### config.mk
export PLATFORM = sky130hd
export DESIGN_NAME = uart_msg_scheduler
export DESIGN_NICKNAME = d
export VERILOG_FILES = /design/src/rtl/uart_msg_scheduler_pkg.sv /design/src/rtl/uart_msg_scheduler_rr_arbiter.sv /design/src/rtl/uart_msg_scheduler.sv
export SDC_FILE = /design/constraint.sdc
export NUM_CORES = 1
export LEC_CHECK = 0
export CAP_MARGIN = 20
export CORE_ASPECT_RATIO = 1.25
export CORE_MARGIN = 2
export CORE_UTILIZATION = 45
export DETAILED_ROUTE_END_ITERATION = 10
export GPL_TIMING_DRIVEN = 0
export MAX_ROUTING_LAYER = met4
export PLACE_DENSITY = 0.71
export RECOVER_POWER = 100
export SETUP_SLACK_MARGIN = 0.2
export SLEW_MARGIN = 20
export SYNTH_ARGS = -nofsm -noshare
export SYNTH_HDL_FRONTEND = slang
export SYNTH_SLANG_ARGS = --single-unit
### constraint.sdc
create_clock -name clk_i -period 3.5 [get_ports clk_i]
set_clock_uncertainty 0.15 [all_clocks]
set_input_delay 0.35 -clock clk_i [delete_from_list [all_inputs] [get_ports clk_i]]
set_output_delay 0.35 -clock clk_i [all_outputs]
set_load 0.02 [all_outputs]
### src/rtl/uart_msg_scheduler_pkg.sv
// -----------------------------------------------------------------------------
// uart_msg_scheduler_pkg
// Shared definitions for the UART message scheduler: the FSM state encoding,
// the string terminator value and a helper that sizes requester index fields.
// -----------------------------------------------------------------------------
package uart_msg_scheduler_pkg;

   typedef enum logic [2:0] {
      ST_IDLE  = 3'd0,
      ST_FETCH = 3'd1,
      ST_CHECK = 3'd2,
      ST_START = 3'd3,
      ST_WAIT  = 3'd4,
      ST_END   = 3'd5
   } state_e;

   // String terminator stored in the ROM
   localparam logic [7:0] NUL_BYTE = 8'h00;

   // Width of an index into n requesters (at least one bit)
   function automatic int idx_width(input int n);
      return (n > 1) ? $clog2(n) : 1;
   endfunction

endpackage

### src/rtl/uart_msg_scheduler_rr_arbiter.sv
// -----------------------------------------------------------------------------
// rr_arbiter
// Round-robin pick among N requesters. The pick is combinational from pend_i
// and the pointer; the pointer moves past the winner when adv_i is asserted.
//   clk_i, rst_i : clock, asynchronous active-high reset
//   pend_i       : pending request vector
//   adv_i        : winner is being granted this cycle, advance the pointer
//   valid_o      : at least one request pending
//   idx_o        : index of the winner
//   gnt_o        : one-hot winner (all zero when nothing pending)
// -----------------------------------------------------------------------------
module rr_arbiter
   import uart_msg_scheduler_pkg::*;
#(
   parameter  int N  = 2,
   localparam int IW = idx_width(N)
) (
   input  logic          clk_i,
   input  logic          rst_i,
   input  logic [N-1:0]  pend_i,
   input  logic          adv_i,
   output logic          valid_o,
   output logic [IW-1:0] idx_o,
   output logic [N-1:0]  gnt_o
);

   logic [IW-1:0] ptr_q;
   logic [IW-1:0] ptr_d;
   logic [IW-1:0] idx_s;
   logic          valid_s;
   logic [N-1:0]  gnt_s;

   // Scan downward from the farthest slot so the nearest pending slot to the
   // pointer is the last one written and therefore wins.
   always_comb begin
      int  pos;
      logic hit;
      valid_s = 1'b0;
      idx_s   = '0;
      pos     = 0;
      hit     = 1'b0;
      for (int k = N - 1; k >= 0; k--) begin
         pos     = (int'(ptr_q) + k >= N) ? int'(ptr_q) + k - N : int'(ptr_q) + k;
         hit     = pend_i[pos];
         idx_s   = hit ? IW'(pos) : idx_s;
         valid_s = valid_s | hit;
      end
   end

   // One-hot form of the winner and next pointer (slot after the winner)
   always_comb begin
      for (int i = 0; i < N; i++) begin
         gnt_s[i] = valid_s && (int'(idx_s) == i);
      end
      ptr_d = (int'(idx_s) == N - 1) ? '0 : idx_s + 1'b1;
   end

   // Pointer register, only moves when a grant is actually taken
   always_ff @(posedge clk_i or posedge rst_i) begin
      if (rst_i) begin
         ptr_q <= '0;
      end else if (adv_i && valid_s) begin
         ptr_q <= ptr_d;
      end else begin
         ptr_q <= ptr_q;
      end
   end

   assign valid_o = valid_s;
   assign idx_o   = idx_s;
   assign gnt_o   = gnt_s;

endmodule

### src/rtl/uart_msg_scheduler.sv
// -----------------------------------------------------------------------------
// uart_msg_scheduler
// Shares one ROM string table and one UART transmitter between N_REQ message
// requesters. Request edges are latched, a requester is chosen round-robin and
// its string is walked from its base address, one byte per UART start/busy
// handshake, until a NUL byte or MAX_LEN bytes.
//   clk_i        : system clock
//   rst_i        : asynchronous active-high reset
//   req_i        : request pulses, one bit per requester
//   base_addr_i  : per-requester string start address, sampled at grant
//   address_o    : ROM address
//   byte_i       : ROM data, valid one cycle after address_o changes
//   start_o      : UART start request
//   busy_i       : UART busy, asynchronous to clk_i
//   grant_o      : one-hot requester being served
//   done_o       : one-cycle pulse at message end
//   trunc_o      : with done_o when the message hit MAX_LEN
//   err_o        : one-cycle pulse when the UART never answered start_o
// -----------------------------------------------------------------------------
module uart_msg_scheduler
   import uart_msg_scheduler_pkg::*;
#(
   parameter int N_REQ    = 2,
   parameter int ADDR_W   = 4,
   parameter int MAX_LEN  = 16,
   parameter int START_TO = 255
) (
   input  logic                    clk_i,
   input  logic                    rst_i,
   input  logic [N_REQ-1:0]        req_i,
   input  logic [N_REQ*ADDR_W-1:0] base_addr_i,
   output logic [ADDR_W-1:0]       address_o,
   input  logic [7:0]              byte_i,
   output logic                    start_o,
   input  logic                    busy_i,
   output logic [N_REQ-1:0]        grant_o,
   output logic                    done_o,
   output logic                    trunc_o,
   output logic                    err_o
);

   localparam int IW    = idx_width(N_REQ);
   localparam int CNT_W = $clog2(MAX_LEN + 1);
   localparam int TMR_W = (START_TO > 1) ? $clog2(START_TO + 1) : 1;

   state_e             state_q;
   logic [ADDR_W-1:0]  addr_q;
   logic               start_q;
   logic [N_REQ-1:0]   grant_q;
   logic               done_q;
   logic               trunc_q;
   logic               err_q;
   logic               trunc_pend_q;
   logic [CNT_W-1:0]   cnt_q;
   logic [TMR_W-1:0]   tmr_q;

   logic               busy_meta_q;
   logic               busy_s_q;
   logic [N_REQ-1:0]   req_q;
   logic [N_REQ-1:0]   pend_q;
   logic [N_REQ-1:0]   pend_d;

   logic               arb_valid_s;
   logic [IW-1:0]      arb_idx_s;
   logic [N_REQ-1:0]   arb_gnt_s;
   logic               arb_adv_s;

   rr_arbiter #(.N(N_REQ)) u_arb (
      .clk_i   (clk_i),
      .rst_i   (rst_i),
      .pend_i  (pend_q),
      .adv_i   (arb_adv_s),
      .valid_o (arb_valid_s),
      .idx_o   (arb_idx_s),
      .gnt_o   (arb_gnt_s)
   );

   assign arb_adv_s = (state_q == ST_IDLE) && arb_valid_s;

   // Clearing the granted bit and setting a fresh edge in the same cycle keeps
   // the new request queued rather than losing it.
   always_comb begin
      pend_d = (pend_q & ~(arb_adv_s ? arb_gnt_s : {N_REQ{1'b0}})) | (req_i & ~req_q);
   end

   // Busy synchroniser, request edge detector and pending latches
   always_ff @(posedge clk_i or posedge rst_i) begin
      if (rst_i) begin
         busy_meta_q <= 1'b0;
         busy_s_q    <= 1'b0;
         req_q       <= '0;
         pend_q      <= '0;
      end else begin
         busy_meta_q <= busy_i;
         busy_s_q    <= busy_meta_q;
         req_q       <= req_i;
         pend_q      <= pend_d;
      end
   end

   // Message FSM with registered outputs
   always_ff @(posedge clk_i or posedge rst_i) begin
      if (rst_i) begin
         state_q      <= ST_IDLE;
         addr_q       <= '0;
         start_q      <= 1'b0;
         grant_q      <= '0;
         done_q       <= 1'b0;
         trunc_q      <= 1'b0;
         err_q        <= 1'b0;
         trunc_pend_q <= 1'b0;
         cnt_q        <= '0;
         tmr_q        <= '0;
      end else begin
         done_q  <= 1'b0;
         trunc_q <= 1'b0;
         err_q   <= 1'b0;
         case (state_q)
            ST_IDLE: begin
               if (arb_valid_s) begin
                  grant_q      <= arb_gnt_s;
                  addr_q       <= base_addr_i[int'(arb_idx_s)*ADDR_W +: ADDR_W];
                  cnt_q        <= '0;
                  trunc_pend_q <= 1'b0;
                  state_q      <= ST_FETCH;
               end else begin
                  state_q <= ST_IDLE;
               end
            end
            // ROM data for the new address lands at the end of this cycle
            ST_FETCH: begin
               state_q <= ST_CHECK;
            end
            ST_CHECK: begin
               if (byte_i == NUL_BYTE) begin
                  state_q <= ST_END;
               end else begin
                  start_q <= 1'b1;
                  tmr_q   <= '0;
                  state_q <= ST_START;
               end
            end
            ST_START: begin
               if (busy_s_q) begin
                  start_q <= 1'b0;
                  state_q <= ST_WAIT;
               end else if (tmr_q == TMR_W'(START_TO - 1)) begin
                  // UART never responded: abandon the message
                  start_q <= 1'b0;
                  err_q   <= 1'b1;
                  grant_q <= '0;
                  state_q <= ST_IDLE;
               end else begin
                  tmr_q <= tmr_q + 1'b1;
               end
            end
            ST_WAIT: begin
               if (!busy_s_q) begin
                  cnt_q  <= cnt_q + 1'b1;
                  addr_q <= addr_q + 1'b1;
                  if (cnt_q == CNT_W'(MAX_LEN - 1)) begin
                     trunc_pend_q <= 1'b1;
                     state_q      <= ST_END;
                  end else begin
                     state_q <= ST_FETCH;
                  end
               end else begin
                  state_q <= ST_WAIT;
               end
            end
            ST_END: begin
               done_q  <= 1'b1;
               trunc_q <= trunc_pend_q;
               grant_q <= '0;
               state_q <= ST_IDLE;
            end
            default: begin
               start_q <= 1'b0;
               grant_q <= '0;
               state_q <= ST_IDLE;
            end
         endcase
      end
   end

   assign address_o = addr_q;
   assign start_o   = start_q;
   assign grant_o   = grant_q;
   assign done_o    = done_q;
   assign trunc_o   = trunc_q;
   assign err_o     = err_q;

endmodule
# Word-level counts from Yosys, hierarchy flattened
# Index checks and enable logic that the tools add are counted.
# totals
reg_bits	34
out_inout_bits	10
input_bits	21
wordCells	112
# op_classes
muxes	46
eq_ne	15
n_bitwise	9
shifts	1
add_sub_neg	7
n_lt_le_gt_ge	4
n_reduce_logical	15
# op_table
op	n
32-bit by 3-bit less-than comparator with 1-bit output (second input constant)	2
32-bit two-way mux	2
32-bit by 3-bit subtractor with 32-bit output (second input constant)	1
8-bit two-way mux	3
1-bit two-way mux	21
8-bit case mux with 2 select lines	1
3-bit two-way mux	5
3-bit case mux with 5 select lines	1
2-bit inequality test (second input constant)	7
4-bit AND reduction	3
5-bit two-way mux	2
5-bit case mux with 2 select lines	1
8-bit by 1-bit adder with 8-bit output (second input constant)	1
8-bit == test (second input constant)	1
8-bit zero test	1
2-bit two-way mux	4
4-bit two-way mux	2
4-bit case mux with 2 select lines	1
8-bit by 4-bit variable part select with 4-bit output	1
3-bit by 2-bit == test with 1-bit output (second input constant)	2
3-bit == test (second input constant)	2
2-bit case mux with 3 select lines	1
3-bit AND reduction	2
5-bit by 1-bit adder with 5-bit output (second input constant)	1
other kinds (21)	29

# Longest topological paths before layout
# logic_depth
depth_word	14
depth_mapped	7
ltp_nobuf	7

# Hierarchy
# Synthesis repeated with hierarchy kept, for this count alone.
# unflattened
hier_cells	166
area_unflattened_um2	1711.6
# modules_own_cells
module	seq_area_each_um2	instances	cells_per_inst	area_per_inst_um2
uart_msg_scheduler	825.8	1	157	1639.1
rr_arbiter	25.0	1	9	72.6

# Worst setup path before layout
# OpenSTA, ideal clock, no wires.
# synth_path
path_type	register to register
start	register tmr_q[0]
end	register start_q, in the netlist start_o
arrival_ns	1.427
n_path_buf	0
setup_time_ns	0.119
path_slack_ns	1.805
stages_incl_launch_ff	7
t_required_ns	3.231
synth_period_minus_slack_ns	1.695
path_cell_list	dfrtp_1 inv_1 ha_1 nand3_1 o21ai_0 o211ai_1 o21a_1
# synth_via
elab_chain_len	3
# synth_lines
element	line	text
from (decl)	uart_msg_scheduler.sv:55	logic [TMR_W-1:0] tmr_q;
from (signal assigned)	uart_msg_scheduler.sv:154	tmr_q <= tmr_q + 1'b1;
8-bit == test	uart_msg_scheduler.sv:147	end else if (tmr_q == TMR_W'(START_TO - 1)) begin
3-bit inequality test (no source line)	--	
3-bit AND reduction (no source line)	--	
to (signal assigned)	uart_msg_scheduler.sv:138	start_q <= 1'b1;
to (signal assigned)	uart_msg_scheduler.sv:145	start_q <= 1'b0;
to (signal assigned)	uart_msg_scheduler.sv:149	start_q <= 1'b0;
to (decl)	uart_msg_scheduler.sv:48	logic start_q;
# No other way between the ends.
# A chain may end at the register's enable or synchronous reset.

# Final worst setup path
# layout_path
start	register state_q[2]
end	register addr_q[0], in the netlist address_o[0]
# layout_via
elab_chain_len	3
elab_cells_between_ends	7
classes_between	eq/ne (3); mux (1); reduce/logical (3)
# layout_lines
element	line	text
from (decl)	uart_msg_scheduler.sv:46	state_e state_q;
from (signal assigned)	uart_msg_scheduler.sv:104	state_q <= ST_IDLE;
from (signal assigned)	uart_msg_scheduler.sv:125	state_q <= ST_FETCH;
from (signal assigned)	uart_msg_scheduler.sv:127	state_q <= ST_IDLE;
3-bit == test or 3-bit zero test (tied branches)	uart_msg_scheduler.sv:118	case (state_q)
2-bit inequality test (no source line) or 2-bit nonzero test (tied branches)	--	
3-bit AND reduction (no source line)	--	
to (signal assigned)	uart_msg_scheduler.sv:122	addr_q <= base_addr_i[int'(arb_idx_s)*ADDR_W +: ADDR_W];
to (signal assigned)	uart_msg_scheduler.sv:160	addr_q <= addr_q + 1'b1;
to (decl)	uart_msg_scheduler.sv:47	logic [ADDR_W-1:0] addr_q;
# Several ways; a longest one is shown, not always the timed one.

==> flow_summary.toml <==
[outcome]
outcome = "finished with violations"
violations = "DRC"

[placed_design]
io_buffers = 30
place_congestion = 0.8457
dp.final_hpwl_microns = 2694
pre_cts_ws_ns = 1.391

[synthesis]
synth.avg_cell_area_sq_um = 10.19
syn_nets = 191
syn_area_sq_mm = 0.001682
ys_warn_count = 0
synthArstFlopShare_pct = 100.0
synth.most_common_cell = "dfrtp_1"
synthFlopType = "dfrtp_1"
yosysUniqueCellTypes = 44
synth_edf_count = 0
netlist_top_cells_area = "dfrtp_1 51%, o21ai_0 4.5%, ha_1 3.7%"
synth_common_cells = "34 x dfrtp_1, 15 x o21ai_0, 11 x nand2_1, 11 x nor2_1, 10 x a21oi_1"
synthCells = 165
ys_seq_area_share_pct = 50.60
synth-seq-cells = 34
synth_top_area_share_pct = 50.60
synth_top_area_cell = "dfrtp_1"

[worst_setup_path]
startpoint = "state_q[2]"
crit_fanout = 10
r2r-start = "state_q[2]"
crit_slowest_cell = "nor3_1"
start_kind = "flip-flop"
setup.worst_path.end_class = "flip-flop"
critPathKind = "flip-flop to flip-flop"
max_stage_delay_ns = 0.62
crit_required_ns = 3.52
cpMostUsedCell = "a21oi_1"
worst_ep_arrival_time_ns = 2.16
crit_chain = "nor3_1 > a21oi_1 > clkbuf_1 > a21oi_1 > o21ai_0"

[sta]
fin_ws_ns = 1.354
max_freq_mhz = 466.1
rsz0062_at_grt = "no"
hold_viol = 0
tns_ns = 0
slew-limit-headroom_pct = 16.03
min_period_over_period_pct = 61.30
setup_viol = 0
slew_viol_final = 0
tightest_slew_ns = 1.258
period_needed_ns = 2.146

[job]
maxCapViolations = 0

[min_path]
min_from = "busy_meta_q"
hp-class = "flip-flop to flip-flop"

[floorplan]
start_util_pct = 47.46
io_pins = 31
dieArea_sq_mm = 0.004245
core_area_sq_mm = 0.003543
dieWidth_microns = 58.68
fp.dieH_microns = 72.35
rows = 24

[global_routing]
grtUsageMet2_pct = 35.58
grt_pass1_vias = 1495
met3_usage_pct = 4.456
top_usage_layer = "met2"
antenna_found_initial = 0
gr-usage-met1_pct = 20.75
grt_overflow = 0
grtUsageTotal_pct = 19.99
grt_pass1_wl_microns = 6244
grt_start_max_net_pins = 35

[clock_network]
clockBufferDepth = 2
cts_sinks = 34
cts_setup_buffers = 0
postCtsHoldBufs = 0
root_buffer = "clkbuf_8"
path_clk_slew_ns = 0.07
cts_tree = "built"
post_cts_resized = 0
cts_made_buffers = 5
cts_htree_levels = 2
clk_latency_ns = 0.28

[finish]
drive_above_1_share_pct = 7.882
n_antenna_cell = 0
nets = 228
area_growth_pct = 25.74

[route]
wl_per_cell_microns = 14.71
antenna_left = 0
wl_microns = 3560
num_vias = 1423
drt_iter0_markers = 51
routed_via_density = 5.880
route.detailed.drc = 3
drt-pass1-iter-count = 7

[pwr]
leakage_nw = 0.9360
peakVddDrop_v = 0.0003647
total_power_mw = 1.459
pwr_density_cell_mw_per_mm2 = 690.0
[cell type report]
| cell class | instances | area, sq um |
|---|---|---|
| fillers | 316 | 1429 |
| flip-flops and latches | 34 | 850.8 |
| multi-input cells | 119 | 773.2 |
| repair buffers | 30 | 300.3 |
| clock buffers | 7 | 86.33 |
| well taps | 39 | 48.80 |
| inverters | 8 | 30.03 |
| plain buffers | 4 | 20.02 |
| clock inverters | 1 | 5.005 |
[placed cells by master (no fill, tap or decap), drive strengths merged, types with 3 or more instances in the layout]
cell type | synthesis | final
dfrtp | 34 | 34
o21ai | 15 | 15
clkdlybuf4s50 | 0 | 15
dlygate4sd3 | 0 | 15
nand2 | 11 | 11
nor2 | 11 | 11
a21oi | 10 | 10
nand3 | 9 | 9
clkbuf | 0 | 9
inv | 8 | 8
and3 | 5 | 5
ha | 5 | 5
a31oi | 4 | 4
a211oi | 4 | 4
a22o | 3 | 3
[worst paths after layout]
check | end | slack, ns | cells after the start
setup / recovery | address_o[0] | 1.35 | 5
hold / removal | busy_s_q | 0.21 | 0
setup reg to reg | address_o[0] | 1.35 | 5
hold reg to reg | busy_s_q | 0.21 | 0
max in group asynchronous | tmr_q[6] | 1.76 | 2
min in group asynchronous | busy_meta_q | 0.70 | 2
[metal layers]
layer  share of wire [%]  wire [microns]
met5                   0               0
met1                  40            1438
met2                  51            1820
met3                 5.7             202
met4                 2.8              99
[flip-flops by register name (all words and copies together) (netlist names)]
name and count:
state_q 3, busy_s_q 1, u_arb.ptr_q 1, cnt_q 5, trunc_o 1, done_o 1, pend_q 2, address_o 4
busy_meta_q 1, err_o 1, grant_o 2, start_o 1, req_q 2, trunc_pend_q 1, tmr_q 8
[critical path, delay by kind of cell (launching register included)]
kind | cells | cell delay, ns
AO/OA/AOI/OAI | 3 | 0.54
flip-flops | 1 | 0.44
AND/OR/NAND/NOR | 1 | 0.62
buffers and inverters | 1 | 0.29
[metrics by stage]
| step | cells | util (%) | cell area, sq um | hold WS [ns] |
|---|---|---|---|---|
| floorplan | 165 | - | 1682 | 0.1812 |
| global placement | 234 | 57.31 | 2031 | 0.1861 |
| detailed placement | 234 | 57.31 | 2031 | 0.1894 |
| CTS | 242 | 59.89 | 2122 | 0.2077 |
| global route | 242 | 59.68 | 2115 | 0.2110 |
| finish | 242 | 59.68 | 2115 | 0.2052 |
[cells by family after synthesis]
family | count (synthesis) | synth area share, %
AOI/OAI and AO/OA | 49 | 18.68
xor gates and xnor gates | 2 | 1.042
adders and majority gates | 5 | 3.720
buffers and inverters | 12 | 3.125
DFF | 34 | 50.60
muxes | 2 | 1.191
and+or+nand+nor | 61 | 21.65
[power breakdown]
part	internal, mW	switching, mW	total (mW)	leakage, nW
sequential	0.486	0.0896	0.576	0.437
clock	0.158	0.137	0.295	0.0482
combinational	0.259	0.329	0.588	0.450
total	0.904	0.555	1.46	0.936
Power figures use the tool's default switching activity.
